<file path="src/rtl/div_ctrl_pkg.sv">
// div_ctrl_pkg: shared definitions for the iterative divider sequencer.
//   - DIV_W_DEF  : default operand width
//   - div_st_e   : 2-bit FSM state encoding (IDLE/CALC/FIX/DONE)
package div_ctrl_pkg;

  localparam int DIV_W_DEF = 32;

  typedef enum logic [1:0] {
    DIV_ST_IDLE = 2'd0,
    DIV_ST_CALC = 2'd1,
    DIV_ST_FIX  = 2'd2,
    DIV_ST_DONE = 2'd3
  } div_st_e;

endpackage

</file>
<file path="src/rtl/div_iter_step.sv">
// div_iter_step: one combinational restoring-division step.
// Ports:
//   rq_i   [2*DIV_W] : current {remainder, quotient} shift register
//   dvsr_i [DIV_W]   : divisor magnitude
//   rq_o   [2*DIV_W] : next {remainder, quotient}
module div_iter_step #(
  parameter int DIV_W = 32
) (
  input  logic [2*DIV_W-1:0] rq_i,
  input  logic [DIV_W-1:0]   dvsr_i,
  output logic [2*DIV_W-1:0] rq_o
);

  logic [DIV_W:0] shifted;
  logic [DIV_W:0] trial;

  // The partial remainder shifted left by one needs DIV_W+1 bits: with an
  // unsigned divisor above 2^(DIV_W-1) the remainder MSB can be set, and
  // dropping it would corrupt the trial subtraction.
  assign shifted = rq_i[2*DIV_W-1:DIV_W-1];
  assign trial   = shifted - {1'b0, dvsr_i};

  always_comb begin
    rq_o = {shifted[DIV_W-1:0], rq_i[DIV_W-2:0], 1'b0};
    // A clear MSB means no borrow: the divisor fits, keep the difference.
    if (!trial[DIV_W]) begin
      rq_o = {trial[DIV_W-1:0], rq_i[DIV_W-2:0], 1'b1};
    end
  end

endmodule

</file>
<file path="src/rtl/div_ctrl.sv">
// div_ctrl: iterative divider sequencer for the execute stage.
// Accepts a divide while EXE holds it, runs DIV_W restoring steps on operand
// magnitudes, fixes signs, then holds the result with div_complete high until
// EXE hands the instruction to MEM.
// Ports:
//   clk, reset     : clock, synchronous active-high reset
//   div_enable     : EXE holds a valid divide
//   div_sign       : 1 = signed, 0 = unsigned
//   div_src1/2     : dividend / divisor
//   div_taken      : EXE transfers the instruction to MEM this cycle
//   div_complete   : results valid
//   div_quotient   : quotient
//   div_remainder  : remainder (sign follows dividend)
module div_ctrl
  import div_ctrl_pkg::*;
#(
  parameter int DIV_W = DIV_W_DEF
) (
  input  logic             clk,
  input  logic             reset,
  input  logic             div_enable,
  input  logic             div_sign,
  input  logic [DIV_W-1:0] div_src1,
  input  logic [DIV_W-1:0] div_src2,
  input  logic             div_taken,
  output logic             div_complete,
  output logic [DIV_W-1:0] div_quotient,
  output logic [DIV_W-1:0] div_remainder
);

  localparam int CNT_W = $clog2(DIV_W);

  div_st_e            state_q, state_d;
  logic [2*DIV_W-1:0] rq_q, rq_step;
  logic [DIV_W-1:0]   dvsr_q;
  logic [CNT_W-1:0]   cnt_q;
  logic               q_neg_q, r_neg_q;

  logic               s1, s2;
  logic               dvsr_zero;
  logic               cnt_last;
  logic [DIV_W-1:0]   rem_cur, quo_cur;

  // Two's-complement magnitude when the operand is a negative signed value.
  function automatic logic [DIV_W-1:0] mag(input logic [DIV_W-1:0] v,
                                           input logic              neg);
    return neg ? (~v + 1'b1) : v;
  endfunction

  assign s1        = div_sign & div_src1[DIV_W-1];
  assign s2        = div_sign & div_src2[DIV_W-1];
  assign dvsr_zero = (div_src2 == '0);
  assign cnt_last  = (cnt_q == CNT_W'(DIV_W - 1));
  assign rem_cur   = rq_q[2*DIV_W-1:DIV_W];
  assign quo_cur   = rq_q[DIV_W-1:0];

  div_iter_step #(.DIV_W(DIV_W)) u_step (
    .rq_i   (rq_q),
    .dvsr_i (dvsr_q),
    .rq_o   (rq_step)
  );

  // State register
  always_ff @(posedge clk) begin
    if (reset) begin
      state_q <= DIV_ST_IDLE;
    end else begin
      state_q <= state_d;
    end
  end

  // Next-state logic; dropping div_enable mid-operation aborts the divide.
  always_comb begin
    state_d = state_q;
    case (state_q)
      DIV_ST_IDLE: if (div_enable) state_d = dvsr_zero ? DIV_ST_DONE : DIV_ST_CALC;
      DIV_ST_CALC: begin
        if (!div_enable)   state_d = DIV_ST_IDLE;
        else if (cnt_last) state_d = DIV_ST_FIX;
      end
      DIV_ST_FIX:  state_d = div_enable ? DIV_ST_DONE : DIV_ST_IDLE;
      DIV_ST_DONE: if (div_taken || !div_enable) state_d = DIV_ST_IDLE;
      default:     state_d = DIV_ST_IDLE;
    endcase
  end

  // Outputs: complete is a decode of the registered state; results come
  // straight from the shift register, which holds still outside CALC/FIX.
  always_comb begin
    div_complete  = (state_q == DIV_ST_DONE);
    div_quotient  = quo_cur;
    div_remainder = rem_cur;
  end

  // Datapath: operand capture, iteration, sign fix-up
  always_ff @(posedge clk) begin
    if (reset) begin
      rq_q    <= '0;
      dvsr_q  <= '0;
      cnt_q   <= '0;
      q_neg_q <= 1'b0;
      r_neg_q <= 1'b0;
    end else begin
      case (state_q)
        DIV_ST_IDLE: begin
          if (div_enable) begin
            dvsr_q  <= mag(div_src2, s2);
            q_neg_q <= s1 ^ s2;
            r_neg_q <= s1;
            cnt_q   <= '0;
            // Divide-by-zero: result is decided immediately, no iteration.
            if (dvsr_zero) rq_q <= {div_src1, {DIV_W{1'b1}}};
            else           rq_q <= {{DIV_W{1'b0}}, mag(div_src1, s1)};
          end
        end
        DIV_ST_CALC: begin
          rq_q  <= rq_step;
          cnt_q <= cnt_q + CNT_W'(1);
        end
        DIV_ST_FIX: begin
          rq_q <= {mag(rem_cur, r_neg_q), mag(quo_cur, q_neg_q)};
        end
        default: ;
      endcase
    end
  end

endmodule
</file>
<file path="config.mk">
export PLATFORM = sky130hd
export DESIGN_NAME = div_ctrl
export DESIGN_NICKNAME = d
export VERILOG_FILES = /design/src/rtl/div_ctrl_pkg.sv /design/src/rtl/div_iter_step.sv /design/src/rtl/div_ctrl.sv
export SDC_FILE = /design/constraint.sdc
export NUM_CORES = 1
export LEC_CHECK = 0
export CAP_MARGIN = 20
export CORE_MARGIN = 4
export CORE_UTILIZATION = 50
export DETAILED_ROUTE_END_ITERATION = 8
export DONT_BUFFER_PORTS = 1
export GPL_ROUTABILITY_DRIVEN = 1
export PLACE_DENSITY = 0.75
export SLEW_MARGIN = 20
export SYNTH_ARGS = -nofsm -noshare
export SYNTH_HDL_FRONTEND = slang
export SYNTH_SLANG_ARGS = --single-unit
</file>
<file path="constraint.sdc">
create_clock -name clk -period 5 [get_ports clk]
set_clock_uncertainty 0.05 [all_clocks]
set_input_delay 1.5 -clock clk [delete_from_list [all_inputs] [get_ports clk]]
set_output_delay 1.5 -clock clk [all_outputs]
set_load 0.1 [all_outputs]
</file>
==> summary.txt, run 1 <==
Outcome
  – Status: complete, no violations

Logic synthesis
  – Most common cell in the netlist: nor2_1
  – Ys async rst share: 0%
  – Mapped Nets: 1446
  – Top cell type's share of synthesized area: 22.01%
  – Dominant synthesized flop cell: dfxtp_1
  – Synth cell types: 73
  – Register area share after synthesis: 22.01%
  – Syn avg cell area: 7.158 um^2
  – #FFs+latches synth: around 110
  – Number of enable flip-flop cells after synthesis: 0
  – Synth Instances: 1334
  – Dominant cells by area after synthesis: dfxtp_1 22%, a21oi_1 6.9%, xnor2_1 6.5%
  – Yosys top cell by area: dfxtp_1
  – Post-synthesis instance area: between 9000 and 10000 um^2
  – YS warnings: 0
  – Most common library cells after synthesis: 134 x nor2_1, 131 x a21oi_1, 115 x nand2_1

Job
  – Max-cap violations: 0

Cells and area
  – # diodes: 0
  – Layout Cells excl Fill: 1564
  – Nets: 1437
  – Final core utilization: a little over half
  – Area delta synth->final: 7.967%
  – Share of layout cells above drive strength 1: 7.895%

Place
  – Placer Congestion: 0.9250
  – Post-Place Cells: 1548
  – Pre-CTS setup slack: a little over 600 ps
  – I/O Buffers: 0
  – Post-detail-place hpwl: 22.18 mm

Setup path
  – Worst Setup Start Kind: input port
  – WP data required: 5230 ps
  – CP endpoint kind: register
  – Critical path class: input port to register
  – Critical Path AT: about 4400 ps
  – CP max FO: 13

CTS
  – Clock transition at the registers of the reported paths: 80 ps
  – CTS root buf: clkbuf_16
  – Hold buffers post-CTS: 0
  – Postcts setup bufs: 0
  – Clk_lat worst skew: 360 ps
  – Clock tree from TritonCTS: yes
  – Bufs on Longest Clock Path: 2
  – Clk sink count: 105
  – CTS H-tree depth: 3
  – CTS buffer count: 9
  – Post-CTS resize count: 0

Min path
  – Hold crit path type: register to register

GRT
  – Vias in the first global route: 9104
  – Initial antenna violation count: 0
  – First-pass GRT wire length: around 48 mm
  – Largest net degree at the start of global routing: between 90 and 100
  – GRT Residual Overflow: 0
  – Tot GR Track Use: 26.86%

Die
  – Die area: about 21000 um^2
  – I/O pin count: 134
  – Core Footprint: roughly 19000 um^2
  – Initial Utilization: between 50% and 60%
  – Die height: approximately 150 um
  – Number of core rows: 50
  – Die W: 146.2 um

STA
  – Final period util: 82.45%
  – Slew Viols, Final: 0
  – Tmin final: approximately 4100 ps
  – Finish-stage setup viols: 0
  – RSZ-0062 raised after global routing: no
  – Worst slew pin tran: between 1000 and 1500 ps
  – Final WS setup: 877.7 ps
  – F_max: 0.2426 GHz
  – Final Hold Vio Count: 0
  – Slew HR: 21.35%
  – Setup TNS: 0 ps

Routing
  – DRC violations left: 0
  – Detailed Route WL: about 30 mm
  – Initial DRC Count: 1019
  – Post-DR wirelength/cell: 19.17 um
  – Via-per-instance ratio: 6.402
  – Vias: 10010
  – Router iterations before antenna repair: 5
  – ANT nets after route: 0
-- critical path, stage by stage --
cell     delay [ps]
or4_1           530
or3_1           410
nor4b_4         600
and3_1          570
a221o_1         230
inv_1            50
a221o_1         310
a21oi_1         140
-- worst paths after layout --
check | start | endpoint | slack, ps | cells past startpoint
max | div_src2[11] | rq_q[36] | 880 | 8
min reg2reg | dvsr_q[31] | dvsr_q[31] | 410 | 2
min | dvsr_q[31] | dvsr_q[31] | 410 | 2
max reg2reg | rq_q[31] | rq_q[44] | 970 | 12
-- routing by layer --
| metal | wire [um] | part of all wire [%] | vias up | GRT usage [%] |
|---|---|---|---|---|
| li1 | - | - | 4887 | - |
| met1 | 12740 | 42 | 4590 | 36.51 |
| met2 | 13080 | 44 | 487 | 40.98 |
| met3 | 3549 | 12 | 49 | 8.256 |
| met4 | 618 | 2.1 | 0 | 8.184 |
| met5 | 0 | 0 | - | 0 |
-- cell type report --
cell class / instances / area [um^2]
clock buffers: 10 / 239.0
clock inverters: 6 / 65.06
fillers: 1771 / 8458
inverters: 74 / 277.8
multi-input cells: 1074 / 6874
flip-flops and latches: 105 / 2103
well taps: 234 / 292.8
repair buffers: 61 / 457.9
-- metrics by stage --
stage               area (um^2)  hold slack, ps
finish                    10310           413.7
detailed placement        10000           392.0
CTS                       10310           403.3
floorplan                  9549           381.9
global route              10310           436.1
global placement          10000           388.9
-- cell usage in the layout (no fill, tap or decap), drive strengths merged, types with 10 or more instances in the layout --
master	netlist	final
or4	13	13
inv	74	76
or3	22	22
nand2	115	115
a31oi	13	13
nor2	134	134
o211ai	14	14
nor3	45	45
a21oi	131	131
o21ai	111	111
xnor2	71	71
buf	9	61
dfxtp	105	105
clkbuf	72	10
a311oi	15	15
nand4	10	10
xor2	39	39
ha	42	42
nor4	15	15
nand3b	10	10
a221oi	26	26
a221o	10	10
mux2i	17	17
nand2b	12	12
nand3	24	24
a211oi	53	53
-- state kept, by name, indices dropped and copies added (netlist names) --
register,cells
cnt_q,5
dvsr_q,32
r_neg_q,1
state_q,2
rq_q,64
q_neg_q,1
-- logic make-up (layout without fill, tap and decap cells) --
kind of cell	after synthesis	after routing	share of synthesized area, %
AND/OR/NAND/NOR	441	441	22.54
multiplexers	19	19	2.018
buffers and inverters	155	151	6.250
flip-flops	105	105	22.01
AO/OA/AOI/OAI	461	461	31.38
adder cells (fa/ha/maj)	43	43	5.713
XOR/XNOR	110	110	10.09
Power of run 1 is left out: the tool's default activity adds up to more than one toggle a clock period on the data nets, which glitch-free logic cannot reach.
==> run 2, diff against run 1 <==
--- a/config.mk
+++ b/config.mk
@@ -11,7 +11,7 @@
 export DETAILED_ROUTE_END_ITERATION = 8
 export DONT_BUFFER_PORTS = 1
 export GPL_ROUTABILITY_DRIVEN = 1
-export PLACE_DENSITY = 0.75
+export PLACE_DENSITY = 0.78
 export SLEW_MARGIN = 20
 export SYNTH_ARGS = -nofsm -noshare
 export SYNTH_HDL_FRONTEND = slang
==> constraint.sdc (replaced) <==
create_clock -name clk -period 3.7 [get_ports clk]
set_clock_uncertainty 0.05 [all_clocks]
set_input_delay 1.11 -clock clk [delete_from_list [all_inputs] [get_ports clk]]
set_output_delay 1.11 -clock clk [all_outputs]
set_load 0.1 [all_outputs]
==> summary.txt, run 2 (synthesis results as in run 1) <==
Cells and area
  – Top flop regs: rq_q x64, dvsr_q x32, cnt_q x5
  – Flip-flop count of the largest register after layout: 64 (unchanged)
  – Nets: 1483 (+3.2%)
  – Most flops, register: rq_q
  – # diodes: 0 (unchanged)
  – Fillers: 1752 (-1.1%)
  – Area delta synth->final: 12.12%
  – Most frequent cells in the layout: 134 x nor2_1, 130 x a21oi_1, 115 x nand2_1, 109 x o21ai_0, 107 x buf_4
  – Layout Cells excl Fill: 1610 (+2.9%)
  – Share of layout cells above drive strength 1: 11.41% (+3.5 points)
  – Most common cell after layout, fill and taps aside: nor2_1

Place
  – Placer Congestion: 0.9316 (+0.71%)
  – I/O Buffers: 0 (unchanged)
  – Post-Place Cells: 1594 (+3.0%)
  – Post-detail-place hpwl: 23.34 mm (+5.2%)

Setup path
  – Worst Setup Start Kind: register
  – WP data required: 3910 ps (-1320 ps)
  – Most used cell, CP: a21oi_1
  – CP max FO: 16 (+3)
  – Critical path class: register to register
  – CP endpoint kind: register
  – CP max stage cell: fa_1
  – Max stage delay on crit path: 410 ps (-190 ps)
  – Critical Path AT: 3670 ps (-690 ps)
  – Cell Chain, Critical Path: inv_1 > ha_1 > fa_1 > nand2b_1 > a21oi_1 > o211ai_1 > o211ai_1 > a21oi_1 > or3_1 > nand2_1 > buf_4 > a21oi_1 > a2111oi_1

Routing
  – DRC violations left: 0 (unchanged)
  – Post-DR wirelength/cell: 19.37 um (+1.1%)
  – M1 wire length: 13.06 mm (+2.5%)
  – Via-per-instance ratio: 6.425 (+0.35%)
  – Met3 WL: 3.504 mm (-1.3%)
  – Router iterations before antenna repair: 6 (+1)
  – Highest metal used: met4
  – Detailed Route WL: 31.19 mm (+4.0%)
  – ANT nets after route: 0 (unchanged)
  – Vias: 10340 (+3.3%)
  – Initial DRC Count: 961 (-5.7%)
  – Met2 wire len: 13.70 mm (+4.7%)

STA
  – Final period util: a little over 90%
  – RSZ-0062 raised after global routing: no
  – Slew HR: 22.53% (+1.2 points)
  – Worst slew pin tran: 1160 ps (-17.78 ps)
  – Finish-stage setup viols: 0 (unchanged)
  – Final Hold Vio Count: 0 (unchanged)
  – Slew Viols, Final: 0 (unchanged)
  – F_max: 0.2891 GHz
  – Tmin final: 3459 ps

CTS
  – Clk_lat worst skew: 370 ps (about the same)
  – Clk sink count: 105 (unchanged)
  – Clock tree from TritonCTS: yes
  – Bufs on Longest Clock Path: 2 (unchanged)
  – Hold buffers post-CTS: 0 (unchanged)
  – CTS buffer count: 9 (unchanged)
  – Clock transition at the registers of the reported paths: 80 ps (about the same)
  – CTS H-tree depth: 3 (unchanged)
  – CTS root buf: clkbuf_16
  – Postcts setup bufs: 0 (unchanged)

Outcome
  – Status: complete, no violations

Die
  – Die W: 146.2 um (unchanged)
  – Die height: 146.2 um (unchanged)
  – I/O pin count: 134 (unchanged)
  – Die area: 21370 um^2 (unchanged)
  – Number of core rows: 50 (unchanged)
  – Initial Utilization: 50.88% (unchanged)
  – Core Footprint: 18770 um^2 (unchanged)

Min path
  – Hold crit path type: register to register

GRT
  – Initial antenna violation count: 0 (unchanged)
  – Largest net degree at the start of global routing: 92 (unchanged)
  – GRT Residual Overflow: 0 (unchanged)
  – Vias in the first global route: 9430 (+3.6%)
  – Tot GR Track Use: 27.92% (+1.1 points)
  – First-pass GRT wire length: 49.58 mm (+3.7%)

Job
  – Max-cap violations: 0 (unchanged)
-- run 2: cell types whose count changed in the layout (fill, tap and decap cells not counted), sizes merged --
cell	before	now
inv	76	74
clkinvlp	1	0
clkbuf	10	14
clkinv	2	1
buf	61	107
-- run 2: path summary, 6_finish.rpt --
kind | start | to | slack (ps) | cells after the start
setup / recovery | rq_q[31] | rq_q[0] | 240 | 13
hold / removal | dvsr_q[31] | dvsr_q[31] | 410 | 2
setup reg to reg | rq_q[31] | rq_q[0] | 240 | 13
hold reg to reg | dvsr_q[31] | dvsr_q[31] | 410 | 2
-- run 2: critical path, delay by kind of cell (launching register included) --
kind            cells  cell delay (ps)
simple gates        3              750
fa+ha+maj           2              670
flops               1              340
compound gates      6             1180
buf+inv             2              350
-- run 2: metal layers --
metal	vias to the layer above	GRT usage, %
met4	0	9.690
met2	545	44.50
li1	4986	-
met5	-	0
met1	4751	37.36
met3	62	6.207
-- run 2: area by class of cell --
cell class / count / area, um^2 / area share (%)
timing repair buffer: 107 / 803.3 / 7.503
multi-input combinational: 1074 / 6913 / 64.57
clock inverter: 2 / 35.03 / 0.3272
inverter: 74 / 277.8 / 2.594
tap: 234 / 292.8 / 2.735
clock buffer: 14 / 274.0 / 2.559
sequential: 105 / 2111 / 19.71
-- run 2: what timing repair did --
| action | CTS | global route |
|---|---|---|
| endpoints found under the hold margin | 0 | 0 |
| setup endpoints to repair | 0 | 1 |
| resized for setup | 0 | 1 |
-- run 2: through the flow --
step	setup WS [ps]	area [um^2]	hold slack (ps)	util [%]	TNS, ps
floorplan	-4.927	9593	381.9	-	-4.927
global placement	9.182	10400	386.1	55.39	0
detailed placement	-54.91	10400	392.9	55.39	-89.31
CTS	281.0	10710	404.2	57.04	0
global route	2.986	10710	434.0	57.05	0
finish	240.8	10710	413.3	57.05	0
Power of run 2 is left out for the same reason.
